===== src/rtl/fifo_pkg.sv =====
// Shared constants and helpers for the parametrised synchronous FIFO.
package fifo_pkg;

  localparam int DEF_DATA_W = 8;
  localparam int DEF_DEPTH  = 16;

  localparam int FWFT_OFF = 0;
  localparam int FWFT_ON  = 1;

  // Ceiling log2, usable in parameter expressions.
  function automatic int clog2(input int value);
    int res;
    res = 0;
    for (int i = 0; i < 32; i++) begin
      if ((1 << res) < value) res = res + 1;
    end
    return res;
  endfunction

endpackage


===== src/rtl/fifo_mem.sv =====
// DATA_W x DEPTH simple dual-port storage: synchronous write, asynchronous read.
module fifo_mem #(
  parameter int DATA_W = 8,
  parameter int DEPTH  = 16,
  parameter int AW     = 4
) (
  input  logic              clk,
  input  logic              wr_en,
  input  logic [AW-1:0]     wr_addr,
  input  logic [DATA_W-1:0] wr_data,
  input  logic [AW-1:0]     rd_addr,
  output logic [DATA_W-1:0] rd_data
);

  logic [DATA_W-1:0] mem_q [DEPTH];

  always_ff @(posedge clk) begin
    if (wr_en) mem_q[wr_addr] <= wr_data;
  end

  assign rd_data = mem_q[rd_addr];

endmodule


===== src/rtl/sync_fifo_param.sv =====
// Single-clock FIFO with occupancy count, programmable almost flags,
// overflow/underflow pulses and optional first-word-fall-through output.
module sync_fifo_param
  import fifo_pkg::*;
#(
  parameter int DATA_W    = DEF_DATA_W,
  parameter int DEPTH     = DEF_DEPTH,
  parameter int AF_THRESH = DEPTH - 2,
  parameter int AE_THRESH = 2,
  parameter int FWFT      = FWFT_OFF
) (
  input  logic                     clk,
  input  logic                     reset,
  input  logic                     wr_en,
  input  logic                     rd_en,
  input  logic [DATA_W-1:0]        data_in,
  output logic [DATA_W-1:0]        data_out,
  output logic                     full,
  output logic                     empty,
  output logic                     almost_full,
  output logic                     almost_empty,
  output logic [clog2(DEPTH):0]    count,
  output logic                     overflow,
  output logic                     underflow
);

  localparam int AW = clog2(DEPTH);
  localparam int CW = AW + 1;

  localparam logic [CW-1:0] DEPTH_C = CW'(DEPTH);
  localparam logic [CW-1:0] AF_C    = CW'(AF_THRESH);
  localparam logic [CW-1:0] AE_C    = CW'(AE_THRESH);

  logic [AW-1:0]     wr_ptr_q, wr_ptr_d;
  logic [AW-1:0]     rd_ptr_q, rd_ptr_d;
  logic [CW-1:0]     count_q, count_d;
  logic              overflow_q, underflow_q;
  logic              rd_ok, wr_ok;
  logic [DATA_W-1:0] mem_rd_data;

  assign empty        = (count_q == '0);
  assign full         = (count_q == DEPTH_C);
  assign almost_full  = (count_q >= AF_C);
  assign almost_empty = (count_q <= AE_C);
  assign count        = count_q;
  assign overflow     = overflow_q;
  assign underflow    = underflow_q;

  // A full FIFO can still take a write when a read frees a slot in the same cycle.
  assign rd_ok = rd_en && !empty;
  assign wr_ok = wr_en && (!full || rd_ok);

  always_comb begin
    wr_ptr_d = wr_ptr_q;
    rd_ptr_d = rd_ptr_q;
    count_d  = count_q;
    if (wr_ok) wr_ptr_d = wr_ptr_q + 1'b1;
    if (rd_ok) rd_ptr_d = rd_ptr_q + 1'b1;
    if (wr_ok && !rd_ok) count_d = count_q + 1'b1;
    else if (rd_ok && !wr_ok) count_d = count_q - 1'b1;
  end

  always_ff @(posedge clk) begin
    if (reset) begin
      wr_ptr_q    <= '0;
      rd_ptr_q    <= '0;
      count_q     <= '0;
      overflow_q  <= 1'b0;
      underflow_q <= 1'b0;
    end else begin
      wr_ptr_q    <= wr_ptr_d;
      rd_ptr_q    <= rd_ptr_d;
      count_q     <= count_d;
      overflow_q  <= wr_en && !wr_ok;
      underflow_q <= rd_en && !rd_ok;
    end
  end

  fifo_mem #(
    .DATA_W (DATA_W),
    .DEPTH  (DEPTH),
    .AW     (AW)
  ) u_mem (
    .clk     (clk),
    .wr_en   (wr_ok),
    .wr_addr (wr_ptr_q),
    .wr_data (data_in),
    .rd_addr (rd_ptr_q),
    .rd_data (mem_rd_data)
  );

  generate
    if (FWFT == FWFT_OFF) begin : g_std
      // Capture happens on the same edge as any write, so a full+read+write returns the old word.
      logic [DATA_W-1:0] data_q;
      always_ff @(posedge clk) begin
        if (reset) data_q <= '0;
        else if (rd_ok) data_q <= mem_rd_data;
      end
      assign data_out = data_q;
    end else begin : g_fwft
      assign data_out = empty ? '0 : mem_rd_data;
    end
  endgenerate

endmodule

===== config.mk =====
export PLATFORM = sky130hd
export DESIGN_NAME = sync_fifo_param
export DESIGN_NICKNAME = d
export VERILOG_FILES = /design/src/rtl/fifo_pkg.sv /design/src/rtl/fifo_mem.sv /design/src/rtl/sync_fifo_param.sv
export SDC_FILE = /design/constraint.sdc
export NUM_CORES = 1
export LEC_CHECK = 0
export CORE_MARGIN = 2
export CORE_UTILIZATION = 59
export DETAILED_ROUTE_END_ITERATION = 10
export GPL_ROUTABILITY_DRIVEN = 0
export HOLD_SLACK_MARGIN = 0.12
export PLACE_DENSITY_LB_ADDON = 0.1
export SLEW_MARGIN = 20
export SYNTH_ARGS = -nofsm -noshare
export SYNTH_HDL_FRONTEND = slang
export SYNTH_HIERARCHICAL = 1
export SYNTH_SLANG_ARGS = --single-unit

===== constraint.sdc =====
create_clock -name clk -period 3.3 [get_ports clk]
set_input_delay 0.825 -clock clk [delete_from_list [all_inputs] [get_ports clk]]
set_output_delay 0.825 -clock clk [all_outputs]
set_load 0.05 [all_outputs]

======== Word-level counts from Yosys, hierarchy flattened ========
Memories as Yosys holds them, arrays and structs flattened. A register that Yosys moved wholly into a read port is not among the register bits.
Cells that the tools add are included.
cells by class
  add/subtract/negate cells ............... 4
  $mul .................................... 0
  divide/modulo/power cells ............... 0
  order comparisons ....................... 2
  eq/ne operators ......................... 1
  shift-type cells ........................ 0
  mux-type cells .......................... 4
  bitwise gates (word level) .............. 0
  reduce and logical (&&, ||, !) cells .... 13
operator list
  cell                                                                                 number
  5-bit 2-to-1 mux                                                                     2
  4-bit by 1-bit adder with 4-bit output, second input constant                        2
  1-bit logical AND                                                                    6
  5-bit by 1-bit adder with 5-bit output, second input constant                        1
  5-bit equality test, second input constant                                           1
  5-bit by 4-bit greater-or-equal comparator with 1-bit output, second input constant  1
  5-bit by 2-bit <= comparator with 1-bit output, second input constant                1
  5-bit logical NOT                                                                    1
  5-bit by 1-bit subtractor with 5-bit output, second input constant                   1
  1-bit logical NOT                                                                    4
  1-bit 2-to-1 mux                                                                     2
  2-bit nonzero test                                                                   1
  1-bit logical OR                                                                     1
word-level totals
  register bits ........................... 15
  latch bits .............................. 0
  bits in writable memories ............... 128
  bits in read-only memories .............. 0
  input port bits ......................... 12
  word-level logic and storage cells ...... 30
  memories kept ........................... 1
memories
  memory       depth  bits a word  read ports  clocked after Yosys merged registers in  wr ports  RTL line        RTL
  u_mem.mem_q  16     8            1           1                                        1         fifo_mem.sv:15  logic [DATA_W-1:0] mem_q [DEPTH];

======== Longest topological paths before layout ========
Gate-level depths: netlist (run 1).
  word-level depth ........................ 9
  mapped depth ............................ 11
  gate-level depth less buffers ........... 10

======== Modules after synthesis ========
The synthesis (run 1) kept the hierarchy.
by module, submodules not included
  module           times used  cells each  area an instance (um^2)  sequential area each (um^2)
  fifo_mem         1           221         4987.3                   3843.7
  sync_fifo_param  1           116         1113.6                   460.4

======== Least setup slack after synthesis (run 1) ========
OpenSTA, ideal clock, no wires.
  kind .................................... reg-to-output
  start ................................... register count_q[4] (netlist: count[4])
  end ..................................... output almost_empty
  arrival time ............................ 3.133 ns
  data required time ...................... 2.475 ns
  path slack .............................. -0.658 ns
  cell stages (with the launch flop) ...... 3
  cells stage by stage .................... dfxtp_1 > clkbuf_1 > a2111oi_0
between the ends
  word-level cells in the longest chain between the ends .. 1
RTL lines
  what                                            RTL line               RTL
  start: declaration                              sync_fifo_param.sv:36  logic [CW-1:0] count_q, count_d;
  start signal: assignment                        sync_fifo_param.sv:73  count_q <= count_d;
  5-bit by 2-bit <= comparator with 1-bit output  sync_fifo_param.sv:44  assign almost_empty = (count_q <= AE_C);
  end: declaration                                sync_fifo_param.sv:21  output logic almost_empty,
No other way between the ends.

======== Worst setup path in the final report (run 1) ========
  start ................................... register count_q[0] (netlist: count[0])
  end ..................................... output full
between the ends
  word-level cells in the longest chain between the ends .. 1
RTL lines
  what                 RTL line               RTL
  5-bit equality test  sync_fifo_param.sv:42  assign full = (count_q == DEPTH_C);
  end: declaration     sync_fifo_param.sv:18  output logic full,
No other way between the ends.

==> results of run 1 <==
-- routing by layer --
layer	vias up	global-route usage (%)	wire (um)
met5	-	0	0
met4	0	10.2	204
met3	13	5.19	456
met2	81	36.3	5810
met1	1606	30.3	5000
li1	1455	-	-
-- final timing paths --
check / end / slack (ns) / from / depth (start not counted)
setup / recovery: full / 0.26 / count[0] / 3
hold / removal: data_out[7] / 0.50 / data_out[7] / 2
setup reg to reg: count[4] / 0.37 / count[0] / 9
hold reg to reg: data_out[7] / 0.50 / data_out[7] / 2
-- Yosys cell counts (2+ instances only) --
library cell	instances	area, um^2
a21oi_1	5	25.0
a22oi_1	16	120
buf_2	3	15.0
buf_6	5	56.3
clkbuf_1	5	18.8
clkdlybuf4s25_2	3	30.0
dfxtp_1	23	460
edfxtp_1	128	3840
ha_1	6	75.1
inv_1	5	18.8
mux2i_1	11	110
mux4_1	14	368
mux4_2	18	405
nand2_1	11	41.3
nand2b_1	3	18.8
nand3_1	3	15.0
nand3b_1	2	15.0
nor2_1	42	158
nor3_1	4	20.0
o211ai_1	2	15.0
or3_1	2	12.5
xor2_1	7	61.3
-- kinds of logic after synthesis --
kind of cell / after synthesis
buffers and inverters: 22
XOR/XNOR: 7
adder cells (fa/ha/maj): 7
flip-flops: 151
AO/OA/AOI/OAI: 29
AND/OR/NAND/NOR: 77
multiplexers: 44
-- stage by stage --
stage               power (mW)  setup slack, ns  cell area, um^2  util, %  hold WS (ns)
floorplan                 3.47           0.0178             6100        -         0.492
global placement          3.82           0.0921             6630     65.1         0.475
detailed placement        3.84           0.0524             6630     65.1         0.493
CTS                       5.69            0.229             7200     70.7         0.510
global route              5.86            0.162             7200     70.7         0.534
finish                    5.62            0.262             7200     70.7         0.498
-- layout make-up --
cell class | instances | area, um^2 | share of cell area, %
Clock buffer | 23 | 477 | 6.62
Clock inverter | 9 | 97.6 | 1.35
Tap cell | 136 | 170 | 2.36
Sequential cell | 151 | 4310 | 59.8
Timing Repair Buffer | 53 | 483 | 6.70
Multi-Input combinational cell | 164 | 1650 | 22.9
Inverter | 5 | 18.8 | 0.261
-- registers in the layout, indices dropped and copies added (netlist names) --
register	flops
data_out	8
rd_ptr_q	4
count	5
underflow	1
wr_ptr_q	4
overflow	1
u_mem/mem_q	128
-- worst max-delay path, delay by kind of cell, from the launching register on --
family / cells / cell delay, ns
buffers and inverters: 1 / 0.54
and+or+nand+nor: 2 / 0.78
DFF: 1 / 0.37
-- report_power, final --
part	leakage [nW]	switching [mW]	internal, mW
Sequential	1.34	0.112	2.18
Combinational	0.853	0.821	0.665
Clock	0.279	0.695	1.15
==> flow_summary_export.csv, run 1 <==
group,metric,value,unit
run_status,outcome,"finished clean",
setup_path,crit_type,"flop to output pin",
clock_network,root_buffer,"clkbuf_8",
die,row_count,37,
logic_synthesis,synth_warnings,6,
clock_network,clkLatencyLatePin,0.53,ns
die,die_area,0.0112,mm^2
sta,skew,0.00900,ns
setup_path,cpPeakStageDelay,0.64,ns
logic_synthesis,netlist_area,0.00610,mm^2
finish,drive_above_1_share,19.0,%
clock_network,clock_sinks,151,
finish,finalNetCount,411,
clock_network,htreeDepth,4,
routing,viasPerCell,5.83,
finish,mostFrequentLayoutCell,"edfxtp_1",
sta,slew_headroom,49.1,%
clock_network,cts_resized,2,
logic_synthesis,netlist_instances,337,
global_route,grt_overflow,0,
power_and_ir_drop,power.density,780,mW/mm^2
setup_path,worstPathRequired,2.47,ns
routing,drcViolationCount,0,
global_route,grt_pass1_wl,17800,um
logic_synthesis,synth-compound-area-share,3.86,%
die,core,0.0102,mm^2
power_and_ir_drop,vdd_drop_max,0.608,mV
clock_network,cts_tree,"built",
clock_network,clockBufferDepth,2,
logic_synthesis,synth-edff-count,128,
finish,final_cell_mix,"128 x edfxtp_1, 42 x nor2_1, 28 x clkdlybuf4s50_1",
die,die_height,106,um
routing,dr.first_iter.drc_count,225,
global_route,track_usage,22.7,%
routing,wirelength,11500,um
sta,hold_viol_final,0,
setup_path,crit_chain,"or4_4, nor2_1, dlygate4sd2_1",
hold_path,min_path_type,"flop to flop",
logic_synthesis,synth.avg_cell_area,18.1,um^2
sta,period_minus_slack,3.04,ns
setup_path,start_kind,"flop",
logic_synthesis,syn-num-nets,356,
clock_network,cts-buffers-inserted,17,
setup_path,cp.arrival,2.21,ns
placed_design,hpwlAfterDp,6820,um
clock_network,hold_buffers,0,
sta,setup_violations,0,
logic_synthesis,synth-simple-area-share,5.97,%
logic_synthesis,synthAdderAreaFrac,1.56,%
sta,tightestPinTransition,0.761,ns
flow_run,maxCapViolCount,0,
logic_synthesis,ys.flop_type,"edfxtp_1",
global_route,grt_max_degree,36,
logic_synthesis,synth_top_family_by_area,"multiplexers",
sta,drv_slew,0,
sta,fmax,329,MHz
setup_path,crit_fanout,8,
die,die_w,106,um
finish,syn2layout_area_growth,18.1,%
die,ioPinCount,31,
logic_synthesis,synthDistinctLibCells,41,
global_route,grt_pass1_vias,3227,
clock_network,cts_setup_buffers,0,
logic_synthesis,seq_area_frac_synth,70.5,%
routing,dr_total_vias,3155,
setup_path,end_kind,"output pin",
logic_synthesis,synth_xor_area_share,1.00,%
finish,num_antenna_cells,0,
routing,wire_per_inst,21.2,um
clock_network,clk_pin_slew_worst_paths,0.06,ns
sta,finalSetupTns,0,ns
power_and_ir_drop,leakage,2.48,nW
finish,stdcell_count,541,
setup_path,cp_slowest_cell,"or4_4",
die,initial_core_util,59.9,%
finish,fill_cells,651,
logic_synthesis,muxShareOfSynthArea,14.7,%
global_route,antenna_found_initial,0,
placed_design,dp_cells,509,
sta,finalCritPeriodShare,92.1,%
logic_synthesis,synth-async-reset-ratio,0,%
placed_design,io_buffers,30,
routing,dr.pass1.iters,4,
routing,ant_nets,0,
sta,rsz0062_at_grt,"no",
logic_synthesis,ys_ff_latch,151,
Power figures use the tool's default switching activity.
==> run 2, diff against run 1 <==
--- a/config.mk
+++ b/config.mk
@@ -5,8 +5,11 @@
 export SDC_FILE = /design/constraint.sdc
 export NUM_CORES = 1
 export LEC_CHECK = 0
+export ABC_CLOCK_PERIOD_IN_PS = 3300
+export CORE_ASPECT_RATIO = 0.75
 export CORE_MARGIN = 2
 export CORE_UTILIZATION = 59
+export CTS_CLUSTER_DIAMETER = 80
 export DETAILED_ROUTE_END_ITERATION = 10
 export GPL_ROUTABILITY_DRIVEN = 0
 export HOLD_SLACK_MARGIN = 0.12
==> run 2 against run 1 <==
Net effect:
- count of clock-buffer cells in the layout up 2
- combinational power up 3%
- clock power about the same
- wire length up 3.3%
- highest routed layer unchanged
- clock skew up 0.00076 ns
- hold slack worse by 0.0024 ns
- utilization up 0.19 points
- sequential power about the same
- largest cell class unchanged
- non-clock buffer count unchanged
- first-iteration DRC count up 16%
- critical path type unchanged
- register-to-register slack better by 0.03 ns
==> flow_summary_export.csv, run 2 (synthesis results as in run 1) <==
group,metric,value,unit
routing,wire_per_inst,21.9,um
setup_path,crit_chain,"or4_4, nor2_1, clkdlybuf4s50_1",
routing,dr_total_vias,3170,
clock_network,clock_sinks,151,
clock_network,htreeDepth,4,
setup_path,worstPathRequired,2.47,ns
finish,largest_reg_flops,128,
sta,fmax,315,MHz
setup_path,crit_type,"flop to output pin",
setup_path,cp.arrival,2.35,ns
sta,drv_slew,0,
die,row_count,32,
power_and_ir_drop,vdd_drop_max,0.430,mV
global_route,grt_overflow,0,
sta,slew_headroom,47.1,%
sta,period_minus_slack,3.17,ns
global_route,track_usage,23.2,%
run_status,outcome,"finished clean",
routing,ant_nets,0,
routing,dr.pass1.iters,4,
die,die_w,121,um
finish,final_cell_mix,"128 x edfxtp_1, 42 x nor2_1, 29 x clkdlybuf4s50_1",
sta,setup_violations,0,
clock_network,cts_resized,0,
setup_path,cp_slowest_cell,"clkdlybuf4s50_1",
sta,finalCritPeriodShare,96.1,%
clock_network,cts_tree,"built",
sta,finalSetupTns,0,ns
global_route,grt_pass1_wl,18100,um
finish,num_antenna_cells,0,
setup_path,r2r_cells,9,
global_route,antenna_found_initial,0,
power_and_ir_drop,power,5.67,mW
setup_path,cpPeakStageDelay,0.81,ns
placed_design,dp_cells,509,
routing,viasPerCell,5.86,
hold_path,worstHoldStart,"data_out[0]",
finish,finalInstanceArea,0.00721,mm^2
clock_network,clockBufferDepth,2,
sta,hold_viol_final,0,
routing,wirelength,11900,um
routing,dr.first_iter.drc_count,261,
setup_path,start_kind,"flop",
setup_path,timing.rr.end,"count[4]",
clock_network,clkLatencyLatePin,0.42,ns
clock_network,root_buffer,"clkbuf_16",
global_route,grt_max_degree,36,
finish,mostFrequentLayoutCell,"edfxtp_1",
setup_path,ff2ff_setup_slack,0.40,ns
die,die_height,92.1,um
sta,rsz0062_at_grt,"no",
setup_path,r2r-start,"count[0]",
setup_path,crit_fanout,8,
finish,regMostFlops,"u_mem/mem_q",
clock_network,cts-buffers-inserted,17,
power_and_ir_drop,power.density,786,mW/mm^2
clock_network,hold_buffers,0,
sta,whs,0.496,ns
die,initial_core_util,60.0,%
placed_design,io_buffers,30,
global_route,grt_pass1_vias,3083,
setup_path,path_buf_inv,1,
placed_design,post_dp_cell_area,0.00663,mm^2
die,ioPinCount,31,
routing,drcViolationCount,0,
clock_network,cts_setup_buffers,0,
finish,finalNetCount,411,
setup_path,path_delay_family,"buffers and inverters",
placed_design,hpwlAfterDp,7060,um
finish,drive_above_1_share,18.8,%
sta,tightestPinTransition,0.793,ns
power_and_ir_drop,leakage,2.49,nW
finish,stdcell_count,541,
hold_path,hold_depth,2,
finish,syn2layout_area_growth,18.2,%
setup_path,end_kind,"output pin",
die,die_area,0.0112,mm^2
hold_path,min_path_type,"flop to flop",
sta,skew,0.00976,ns
flow_run,maxCapViolCount,0,
clock_network,clk_pin_slew_worst_paths,0.06,ns
die,core,0.0102,mm^2
hold_path,hold_end,"data_out[0]",
run 2: changes by cell type in the layout (fill, tap and decap cells not counted), sizes merged:
| cell | change |
|---|---|
| clkbuf | +2 |
| dlygate4sd2 | -2 |
| bufinv | -1 |
| clkdlybuf4s50 | +1 |
| clkinvlp | -1 |
| dlymetal6s2s | +1 |
run 2: metal layers:
layer / share of wire, % / track usage, %
met5: 0 / 0
met4: 1.1 / 6.13
met3: 6.9 / 7.28
met2: 48 / 35.5
met1: 44 / 33.1
run 2: worst max path at each step:
stage                        start            to  slack (ns)  cells past startpoint
after floorplan           count[4]  almost_empty        0.02                      2
final                     count[0]         empty        0.13                      3
after global routing      count[0]         empty        0.04                      3
after CTS                 count[0]          full        0.06                      3
after detailed placement     rd_en      count[4]         0.1                      9
after global placement       rd_en      count[4]        0.09                      9
run 2: area by class of cell:
cell class              count  area (um^2)
clock buffers              25          508
clock inverters             7         70.1
fillers                   623         2960
inverters                   5         18.8
multi-input cells         164         1650
flip-flops and latches    151         4310
well taps                 136          170
repair buffers             53          488
run 2: worst min-delay path, stage by stage (launching register included):
cell and delay [ns]:
dfxtp_1 0.32, mux2i_1 0.07, nor2_1 0.07
run 2: power by group:
part / switching [mW] / internal, mW
Clock: 0.720 / 1.15
Sequential: 0.0830 / 2.18
Combinational: 0.863 / 0.674
run 2: stage by stage:
step / utilization (%) / setup slack [ns]
floorplan: - / 0.0178
global placement: 65.2 / 0.0894
detailed placement: 65.2 / 0.0967
CTS: 70.9 / 0.0638
global route: 70.9 / 0.0427
finish: 70.9 / 0.129
==> run 3, diff against run 2 <==
--- a/config.mk
+++ b/config.mk
@@ -6,7 +6,6 @@
 export NUM_CORES = 1
 export LEC_CHECK = 0
 export ABC_CLOCK_PERIOD_IN_PS = 3300
-export CORE_ASPECT_RATIO = 0.75
 export CORE_MARGIN = 2
 export CORE_UTILIZATION = 59
 export CTS_CLUSTER_DIAMETER = 80
==> results of run 3 <==
The final DEF is identical to that of run 1; final timing and power are the same.
